--- config.mk ---
export PLATFORM = sky130hd
export DESIGN_NAME = trap_csr_unit_flat
export DESIGN_NICKNAME = d
export VERILOG_FILES = /design/src/rtl/trap_csr_if.sv /design/src/rtl/trap_csr_unit.sv /design/src/flat_wrapper.sv
export SDC_FILE = /design/constraint.sdc
export NUM_CORES = 1
export LEC_CHECK = 0
export CORE_ASPECT_RATIO = 1.4
export CORE_MARGIN = 2
export CORE_UTILIZATION = 40
export CTS_CLUSTER_SIZE = 25
export DETAILED_ROUTE_END_ITERATION = 10
export HOLD_SLACK_MARGIN = 0.06
export PLACE_DENSITY = 0.68
export SYNTH_ARGS = -nofsm -noshare
export SYNTH_HDL_FRONTEND = slang
export SYNTH_SLANG_ARGS = --single-unit
--- constraint.sdc ---
create_clock -name clk -period 2.34 [get_ports clk]
set_clock_uncertainty 0.1 [all_clocks]
set_input_delay 0.234 -clock clk [delete_from_list [all_inputs] [get_ports clk]]
set_output_delay 0.234 -clock clk [all_outputs]
set_load 0.01 [all_outputs]
--- src/rtl/trap_csr_if.sv ---
// trap_csr_if: bundles the EX-stage instruction/CSR signals and the trap
// unit's responses. The master modport is the pipeline, the slave modport is
// trap_csr_unit.
//
// Handshake: ex_valid qualifies every ex_* and csr_* field in the same cycle;
// there is no ready/back-pressure. The unit answers combinationally with
// kill_ex/csr_rdata. trap_redirect is a single-cycle pulse, and redirect_pc
// is meaningful only while it is high. The pipeline must accept it
// unconditionally.
interface trap_csr_if #(
  parameter int XLEN    = 32,
  parameter int CAUSE_W = 8
);
  logic               ex_valid;
  logic [XLEN-1:0]    ex_pc;
  logic [CAUSE_W-1:0] ex_cause;
  logic               ex_mret;
  logic [1:0]         csr_op;
  logic [11:0]        csr_addr;
  logic [XLEN-1:0]    csr_wdata;
  logic [XLEN-1:0]    csr_rdata;
  logic               kill_ex;
  logic               trap_redirect;
  logic [XLEN-1:0]    redirect_pc;
  logic               in_handler;
  logic [1:0]         state_dbg;

  modport master (
    output ex_valid, ex_pc, ex_cause, ex_mret, csr_op, csr_addr, csr_wdata,
    input  csr_rdata, kill_ex, trap_redirect, redirect_pc, in_handler, state_dbg
  );

  modport slave (
    input  ex_valid, ex_pc, ex_cause, ex_mret, csr_op, csr_addr, csr_wdata,
    output csr_rdata, kill_ex, trap_redirect, redirect_pc, in_handler, state_dbg
  );
endinterface

--- src/rtl/trap_csr_unit.sv ---
// trap_csr_unit: supervisor-style trap/CSR unit beside the EX stage.
// Latches edge-triggered interrupts and owns sstatus, sie, sip, stvec, sepc
// and scause. It arbitrates sync exceptions, interrupts and MRET, and issues
// a registered one-cycle PC redirect.
// Optional macro VECTORED_TVEC_EN: makes stvec[1:0] writable. With mode 01,
// interrupts are vectored to base + 4*(16+i).
module trap_csr_unit #(
  parameter int          XLEN       = 32,
  parameter int          NUM_IRQ    = 4,
  parameter int          CAUSE_W    = 8,
  parameter logic [31:0] TVEC_RESET = 32'h0000_0100
) (
  input  logic               clk,
  input  logic               reset,
  input  logic [NUM_IRQ-1:0] irq_in,
  trap_csr_if.slave          bus
);

  localparam logic [11:0] A_SSTATUS = 12'h100;
  localparam logic [11:0] A_SIE     = 12'h104;
  localparam logic [11:0] A_SIP     = 12'h144;
  localparam logic [11:0] A_STVEC   = 12'h105;
  localparam logic [11:0] A_SEPC    = 12'h141;
  localparam logic [11:0] A_SCAUSE  = 12'h142;

  typedef enum logic [1:0] {
    ST_RUN      = 2'd0,
    ST_REDIRECT = 2'd1,
    ST_HANDLER  = 2'd2
  } state_t;

  state_t             state;
  logic               ret_flag;
  logic               ie, pie;
  logic [NUM_IRQ-1:0] sie, sip, irq_q;
  logic [XLEN-1:0]    stvec, sepc, scause;
  logic [XLEN-1:0]    redirect_pc_q;
  logic               redirect_q;

  logic               sync_trap, irq_take, mret_take, kill, csr_we;
  logic [NUM_IRQ-1:0] pend, irq_onehot, sip_clr;
  logic [4:0]         irq_idx;
  logic [XLEN-1:0]    rdata, wr_val, tvec_base, trap_target;

  // Trap/MRET decision for the instruction currently in EX.
  always_comb begin
    pend      = sip & sie;
    sync_trap = bus.ex_valid && (bus.ex_cause != '0) && (state != ST_REDIRECT);
    irq_take  = (state == ST_RUN) && bus.ex_valid && (bus.ex_cause == '0) &&
                ie && (|pend);
    mret_take = (state == ST_HANDLER) && bus.ex_valid && bus.ex_mret && !sync_trap;
    // Anything in EX during the redirect cycle is wrong-path.
    kill      = sync_trap || irq_take || ((state == ST_REDIRECT) && bus.ex_valid);
    csr_we    = bus.ex_valid && !kill && !mret_take && (bus.csr_op != 2'b00);
  end

  // Fixed priority: the lowest-numbered pending enabled line wins.
  always_comb begin
    irq_idx = 5'd0;
    for (int i = NUM_IRQ - 1; i >= 0; i--) begin
      if (pend[i]) irq_idx = 5'(i);
    end
    irq_onehot = NUM_IRQ'(1) << irq_idx;
  end

  // Old-value CSR read, then the RW/RS/RC result built from it.
  always_comb begin
    rdata = '0;
    case (bus.csr_addr)
      A_SSTATUS: rdata = XLEN'({pie, ie});
      A_SIE:     rdata = XLEN'(sie);
      A_SIP:     rdata = XLEN'(sip);
      A_STVEC:   rdata = stvec;
      A_SEPC:    rdata = sepc;
      A_SCAUSE:  rdata = scause;
      default:   rdata = '0;
    endcase
    case (bus.csr_op)
      2'b01:   wr_val = bus.csr_wdata;
      2'b10:   wr_val = rdata | bus.csr_wdata;
      2'b11:   wr_val = rdata & ~bus.csr_wdata;
      default: wr_val = rdata;
    endcase
  end

  // sip bits drop when their interrupt is taken or when RC-cleared by software.
  always_comb begin
    sip_clr = '0;
    if (irq_take) sip_clr = sip_clr | irq_onehot;
    if (csr_we && (bus.csr_addr == A_SIP) && (bus.csr_op == 2'b11))
      sip_clr = sip_clr | bus.csr_wdata[NUM_IRQ-1:0];
  end

  // Trap target: base address, optionally vectored for interrupts.
  always_comb begin
    tvec_base = {stvec[XLEN-1:2], 2'b00};
`ifdef VECTORED_TVEC_EN
    if (irq_take && (stvec[1:0] == 2'b01))
      trap_target = tvec_base + {{(XLEN-7){1'b0}}, irq_idx + 5'd16, 2'b00};
    else
      trap_target = tvec_base;
`else
    trap_target = tvec_base;
`endif
  end

  // Interrupt edge capture; a new edge wins over a same-cycle clear.
  always_ff @(posedge clk) begin
    if (reset) begin
      irq_q <= '0;
      sip   <= '0;
    end else begin
      irq_q <= irq_in;
      sip   <= (sip & ~sip_clr) | (irq_in & ~irq_q);
    end
  end

  // Trap FSM together with the CSR registers it shares with software writes.
  always_ff @(posedge clk) begin
    if (reset) begin
      state         <= ST_RUN;
      ret_flag      <= 1'b0;
      ie            <= 1'b0;
      pie           <= 1'b0;
      sie           <= '0;
      stvec         <= XLEN'(TVEC_RESET);
      sepc          <= '0;
      scause        <= '0;
      redirect_pc_q <= '0;
      redirect_q    <= 1'b0;
    end else begin
      redirect_q <= 1'b0;
      if (csr_we) begin
        case (bus.csr_addr)
          A_SSTATUS: {pie, ie} <= wr_val[1:0];
          A_SIE:     sie       <= wr_val[NUM_IRQ-1:0];
`ifdef VECTORED_TVEC_EN
          A_STVEC:   stvec     <= wr_val;
`else
          A_STVEC:   stvec     <= {wr_val[XLEN-1:2], 2'b00};
`endif
          A_SEPC:    sepc      <= wr_val;
          A_SCAUSE:  scause    <= wr_val;
          default:   ;
        endcase
      end
      case (state)
        ST_REDIRECT: state <= ret_flag ? ST_RUN : ST_HANDLER;
        default: begin
          if (sync_trap || irq_take) begin
            if (sync_trap) begin
              sepc   <= bus.ex_pc + XLEN'(4);
              scause <= {1'b0, (XLEN-1)'(bus.ex_cause)};
            end else begin
              sepc   <= bus.ex_pc;
              scause <= {1'b1, (XLEN-1)'(irq_idx) + (XLEN-1)'(16)};
            end
            pie           <= ie;
            ie            <= 1'b0;
            redirect_pc_q <= trap_target;
            ret_flag      <= 1'b0;
            redirect_q    <= 1'b1;
            state         <= ST_REDIRECT;
          end else if (mret_take) begin
            ie            <= pie;
            pie           <= 1'b1;
            redirect_pc_q <= sepc;
            ret_flag      <= 1'b1;
            redirect_q    <= 1'b1;
            state         <= ST_REDIRECT;
          end
        end
      endcase
    end
  end

  assign bus.csr_rdata     = rdata;
  assign bus.kill_ex       = kill;
  assign bus.trap_redirect = redirect_q;
  assign bus.redirect_pc   = redirect_pc_q;
  assign bus.in_handler    = (state == ST_HANDLER);
  assign bus.state_dbg     = state;

endmodule
--- src/flat_wrapper.sv ---
// flat-port wrapper written by rule: the top's interface ports become plain ports
module trap_csr_unit_flat 
#(
  parameter int          XLEN       = 32,
  parameter int          NUM_IRQ    = 4,
  parameter int          CAUSE_W    = 8,
  parameter logic [31:0] TVEC_RESET = 32'h0000_0100
)
  (clk, reset, irq_in, bus_ex_valid, bus_ex_pc, bus_ex_cause, bus_ex_mret, bus_csr_op, bus_csr_addr, bus_csr_wdata, bus_csr_rdata, bus_kill_ex, bus_trap_redirect, bus_redirect_pc, bus_in_handler, bus_state_dbg);
  trap_csr_if #(.XLEN(XLEN), .CAUSE_W(CAUSE_W)) bus_i ();
  input  logic clk;
  input  logic reset;
  input  logic [NUM_IRQ-1:0] irq_in;
  input wire logic [$bits(bus_i.ex_valid)-1:0] bus_ex_valid;
  input wire logic [$bits(bus_i.ex_pc)-1:0] bus_ex_pc;
  input wire logic [$bits(bus_i.ex_cause)-1:0] bus_ex_cause;
  input wire logic [$bits(bus_i.ex_mret)-1:0] bus_ex_mret;
  input wire logic [$bits(bus_i.csr_op)-1:0] bus_csr_op;
  input wire logic [$bits(bus_i.csr_addr)-1:0] bus_csr_addr;
  input wire logic [$bits(bus_i.csr_wdata)-1:0] bus_csr_wdata;
  output wire logic [$bits(bus_i.csr_rdata)-1:0] bus_csr_rdata;
  output wire logic [$bits(bus_i.kill_ex)-1:0] bus_kill_ex;
  output wire logic [$bits(bus_i.trap_redirect)-1:0] bus_trap_redirect;
  output wire logic [$bits(bus_i.redirect_pc)-1:0] bus_redirect_pc;
  output wire logic [$bits(bus_i.in_handler)-1:0] bus_in_handler;
  output wire logic [$bits(bus_i.state_dbg)-1:0] bus_state_dbg;
  assign bus_i.ex_valid = bus_ex_valid;
  assign bus_i.ex_pc = bus_ex_pc;
  assign bus_i.ex_cause = bus_ex_cause;
  assign bus_i.ex_mret = bus_ex_mret;
  assign bus_i.csr_op = bus_csr_op;
  assign bus_i.csr_addr = bus_csr_addr;
  assign bus_i.csr_wdata = bus_csr_wdata;
  assign bus_csr_rdata = bus_i.csr_rdata;
  assign bus_kill_ex = bus_i.kill_ex;
  assign bus_trap_redirect = bus_i.trap_redirect;
  assign bus_redirect_pc = bus_i.redirect_pc;
  assign bus_in_handler = bus_i.in_handler;
  assign bus_state_dbg = bus_i.state_dbg;
  trap_csr_unit #(.XLEN(XLEN), .NUM_IRQ(NUM_IRQ), .CAUSE_W(CAUSE_W), .TVEC_RESET(TVEC_RESET)) u_core (.clk(clk), .reset(reset), .irq_in(irq_in), .bus(bus_i));
endmodule
# Yosys cells after proc, flatten, opt, wreduce, memory -nomap -nowiden
# Index checks and enable logic that the tools add are counted.
# Widths: inputs -> output; s select.
word_totals:
  latchBits: 0
  regBits: 144
  ramBits: 0
  wordCells: 107
  output_inout_bits: 69
  memories: 0
  mem_bits_ro: 0
op_classes:
  div: 0
  n_shift: 1
  add_sub_neg: 2
  bitwise: 11
  mul: 0
  n_mux: 38
  n_eq_ne: 12
  n_reduce_logical: 31
  magnitude_cmp: 0
op_table:
  columns: ["cell", "count"]
  rows:
  - ["$mux 32", 12]
  - ["$pmux 32 s6", 1]
  - ["$pmux 32 s3", 1]
  - ["$eq 12x9->1 const B", 6]
  - ["$add 32x3->32 const B", 1]
  - ["$and 32x32->32", 1]
  - ["$not 32->32", 1]
  - ["$or 32x32->32", 1]
  - ["$mux 2", 8]
  - ["$logic_and 1x1->1", 15]
  - ["$mux 1", 14]
  - ["$and 4x4->4", 3]
  - ["$logic_not 8->1", 1]
  - ["$mux 4", 2]
  - ["$not 4->4", 2]
  - ["$or 4x4->4", 2]
  - ["$reduce_bool 8->1", 1]
  - ["$add 2x5->6 const B", 1]
  - ["$eq 2x2->1 const B", 3]
  - ["$reduce_and 2->1", 3]
  - ["$eq 2x1->1 const B", 2]
  - ["$reduce_bool 2->1", 2]
  - ["$reduce_or 4->1", 1]
  - ["$shl 1x2->4 const A", 1]
  - ["other kinds (7)", 10]

# Longest topological paths before layout
depth:
  ltp_word: 17
  depth_mapped: 10
  depth_no_buf: 6

# Worst setup path before layout
# Ideal clock, no wire load.
synth_path:
  path_kind: "input to output"
  startpoint: "in bus_ex_cause[5]"
  endpoint: "out bus_kill_ex"
  path_buffers: 2
  path_stages: 6
  arrival_time_ps: 1869
  required_time_ps: 2006
  slack_ps: 137
  path_cell_list: "or4_4 -> o211a_2 -> a21oi_4 -> buf_4 -> buf_2 -> o21ai_0"
synth_between:
  elab_chain_cells: 6
  elab_cells_between_ends: 9
  classes_between: "9 x reduce/logical"
synth_rtl:
  columns: ["item", "line", "text"]
  rows:
  - ["start, declared", "flat_wrapper.sv:16", "input wire logic [$bits(bus_i.ex_cause)-1:0] bus_ex_cause;"]
  - ["$logic_not 8->1", "trap_csr_unit.sv:49", "irq_take = (state == ST_RUN) && bus.ex_valid && (bus.ex_cause == '0) &&"]
  - ["$logic_and 1x1->1 (2 in series)", "trap_csr_unit.sv:49", null]
  - ["$logic_and 1x1->1", "trap_csr_unit.sv:50", "ie && (|pend);"]
  - ["$logic_or 1x1->1 (*) (2 in series)", "trap_csr_unit.sv:53", "kill = sync_trap || irq_take || ((state == ST_REDIRECT) && bus.ex_valid);"]
  - ["end, declared", "flat_wrapper.sv:22", "output wire logic [$bits(bus_i.kill_ex)-1:0] bus_kill_ex;"]
# Every way passes the cells marked *; elsewhere a longest branch is shown, timed or not.

# Worst setup path in the final report
layout_path:
  startpoint: "in bus_csr_addr[1]"
  endpoint: "out bus_csr_rdata[28]"
layout_between:
  elab_chain_cells: 2
  elab_cells_between_ends: 7
  classes_between: "6 x eq/ne; 1 x mux"
layout_rtl:
  columns: ["item", "line", "text"]
  rows:
  - ["start, declared", "flat_wrapper.sv:19", "input wire logic [$bits(bus_i.csr_addr)-1:0] bus_csr_addr;"]
  - ["$eq 12x9->1", "trap_csr_unit.sv:69", "case (bus.csr_addr)"]
  - ["$pmux 32 s6 (*)", "trap_csr_unit.sv:69", null]
  - ["end, declared", "flat_wrapper.sv:21", "output wire logic [$bits(bus_i.csr_rdata)-1:0] bus_csr_rdata;"]
# Marked as above.

==> metrics.txt <==
dominant cells by area after synthesis=dfxtp_1 (34%), nand2_1 (7.6%), a21oi_1 (5.8%), nor2_1 (4.2%), a311oi_1 (3.5%); clock buffer depth=2; Leak Pwr=5.01 nW; via count=10,729; Num CTS Buffers=17; Synth Register Bits=144; RePlAce Congestion=0.959; P per Cell Area=534 nW/µm²; Setup Crit Path Kind=input port to output pin; post-synth top area share=33.7%; Final Hold Violating Endpoints=0; largest net degree at the start of global routing=74; Chip Height=177 µm; DR pass1 iterations=6; H-tree Lvls=4; mean post-synth cell area=7.71 µm²; final critical-path required period=2.33 ns; Clk pin slew, worst setup/hold paths=0.06 ns; Data arrival, critical path=2.00 ns; CTS sink count=144; HP Class=input port to register; detailed placement HPWL=24.9 mm; cell area after synthesis=8550 µm²; Slew @ Worst Pin=0.475 ns; library cells used by synthesis=82; total power=6.96 mW; most frequent cell after synthesis=nand2_1; worst hold slack=0.176 ns; DRT Wirelength=37.1 mm; sequential area share after synthesis=33.7%; ANT nets after route=0; final core utilization=61.9%; worst rel slew slack=67.5%; Layout area overhead=52.5%; yosys warns=0; Antenna Cells=0; layout cell share with drive strength beyond 1=24.0%; Worst setup SP type=input port; Port-buffer cells=162; Layout Cells excl Fill=1,702; list of most frequent post-synthesis cells=nand2_1 (174), dfxtp_1 (144), a21oi_1 (99); Setup WS pre-CTS=-0.645 ns; die width=128 µm; Layout Nets=1,525; FP Rows=63; Setup TNS Final=0 ns; async set or reset register ratio after synthesis=0%; maximum clock rate=429 MHz; CTS tree=done; Cells after Synth=1,108; vias per inst=6.30; root buf cell=clkbuf_16; DP Cell Count=1,633; finished layout cell area=13,000 µm²; Final period util=99.7%; number of global-route vias before repair=10,616; area of the die=22,600 µm²; DP Area=11,600 µm²; violation count after the first detailed-route iteration=1,164; status=finished clean; setup ws final=0.00716 ns; gr ovfl total=0; initial antenna violation count=0; Critical Path End Type=output pin; Post-synth EDFFs=0; initial core utilization=40.6%; RSZ-0062 raised after global routing=yes; post-synth top area cell=dfxtp_1; Slew Viols, Final=0; Setup violations, final=0; Worst Path Required=2.01 ns; Clock Latency Late Sink=0.43 ns; Overall Global Routing Usage=31.9%; Core Footprint=21,000 µm²; highest fanout seen on the critical path=12; Top FF cell, synth=dfxtp_1; DR DRC count=0; VDD IR-drop max=452 µV; Max Cap Viol=0; IO Pins=163; routed length per instance=21.8 µm; first-pass GRT wire length=55.5 mm; syn nets=1,203
-- where the power goes --
| part | internal [mW] | switching [mW] |
|---|---|---|
| Clock | 1.87 | 1.12 |
| Sequential | 2.57 | 0.0890 |
| Combinational | 0.635 | 0.679 |
-- worst paths after layout --
path / start / end / slack (ns) / depth (start not counted)
setup / recovery: bus_csr_addr[1] / bus_csr_rdata[28] / 0.007 / 7
hold reg to reg: u_core.irq_q[2] / u_core.sip[2] / 0.36 / 2
hold / removal: bus_ex_cause[5] / u_core.scause[5] / 0.18 / 3
setup reg to reg: u_core.bus.state_dbg[0] / u_core.sepc[10] / 0.07 / 8
-- cells by family (layout without fill, tap and decap cells) --
family	count (synthesis)	count (layout)	share of synthesized area, %
XOR/XNOR	17	17	1.74
multiplexers	9	9	1.08
AO/OA/AOI/OAI	351	351	29.1
flip-flops	144	144	33.7
buffers and inverters	95	429	5.20
AND/OR/NAND/NOR	491	491	29.0
adder cells (fa/ha/maj)	1	1	0.146
-- cells in the final DEF (no fill, tap or decap), types with 14 or more instances in the layout --
cell type	synthesis	layout
dlygate4sd2_1	0	34
nor3_1	14	14
clkbuf_16	0	18
nand3_1	52	52
nand4_1	46	46
a311oi_1	34	34
dfxtp_1	144	144
a21oi_1	99	94
nand2_1	174	173
o21bai_1	15	15
o21ai_1	30	31
o21ai_0	40	39
and3_1	36	35
buf_12	0	16
nor2_1	96	88
a221oi_2	12	30
buf_4	8	186
clkdlybuf4s50_1	0	111
-- what timing repair did --
| action | in CTS | in global routing |
|---|---|---|
| hold buffers | 0 | 0 |
| setup endpoints to repair | 61 | 73 |
| gates cloned | 7 | 1 |
| pin swaps | 20 | 24 |
| buffers inserted | 23 | 9 |
| resized for setup | 116 | 33 |
-- critical path, stage by stage --
cell           delay, ns
dlygate4sd2_1       0.33
and2_0              0.25
and2_1              0.22
buf_4               0.23
a221oi_2            0.32
nor2_1              0.10
dlygate4sd2_1       0.30
-- layer usage --
layer	wire [µm]	vias to the layer above	track usage, %
met4	2480	0	22.7
li1	-	4810	-
met5	0	-	0
met1	13400	5059	35.0
met3	3070	193	6.32
met2	18200	667	54.7
-- state kept, by name, indices dropped and copies added (netlist names) --
register and flops:
u_core.bus.redirect_pc 32, u_core.scause 32, u_core.sepc 32, u_core.stvec 30
u_core.irq_q 4, u_core.sie 4, u_core.sip 4, u_core.bus.state_dbg 2
u_core.bus.trap_redirect 1, u_core.ie 1, u_core.pie 1, u_core.ret_flag 1
-- final cells by class --
cell class                      instances  area, µm²
Fill cell                            1827       8010
Multi-Input combinational cell        869       5460
Timing Repair Buffer                  386       3690
Sequential cell                       144       2880
Clock buffer                           23        478
Tap cell                              260        325
Clock inverter                          8        153
Inverter                               12       45.0
Power figures use the tool's default switching activity.
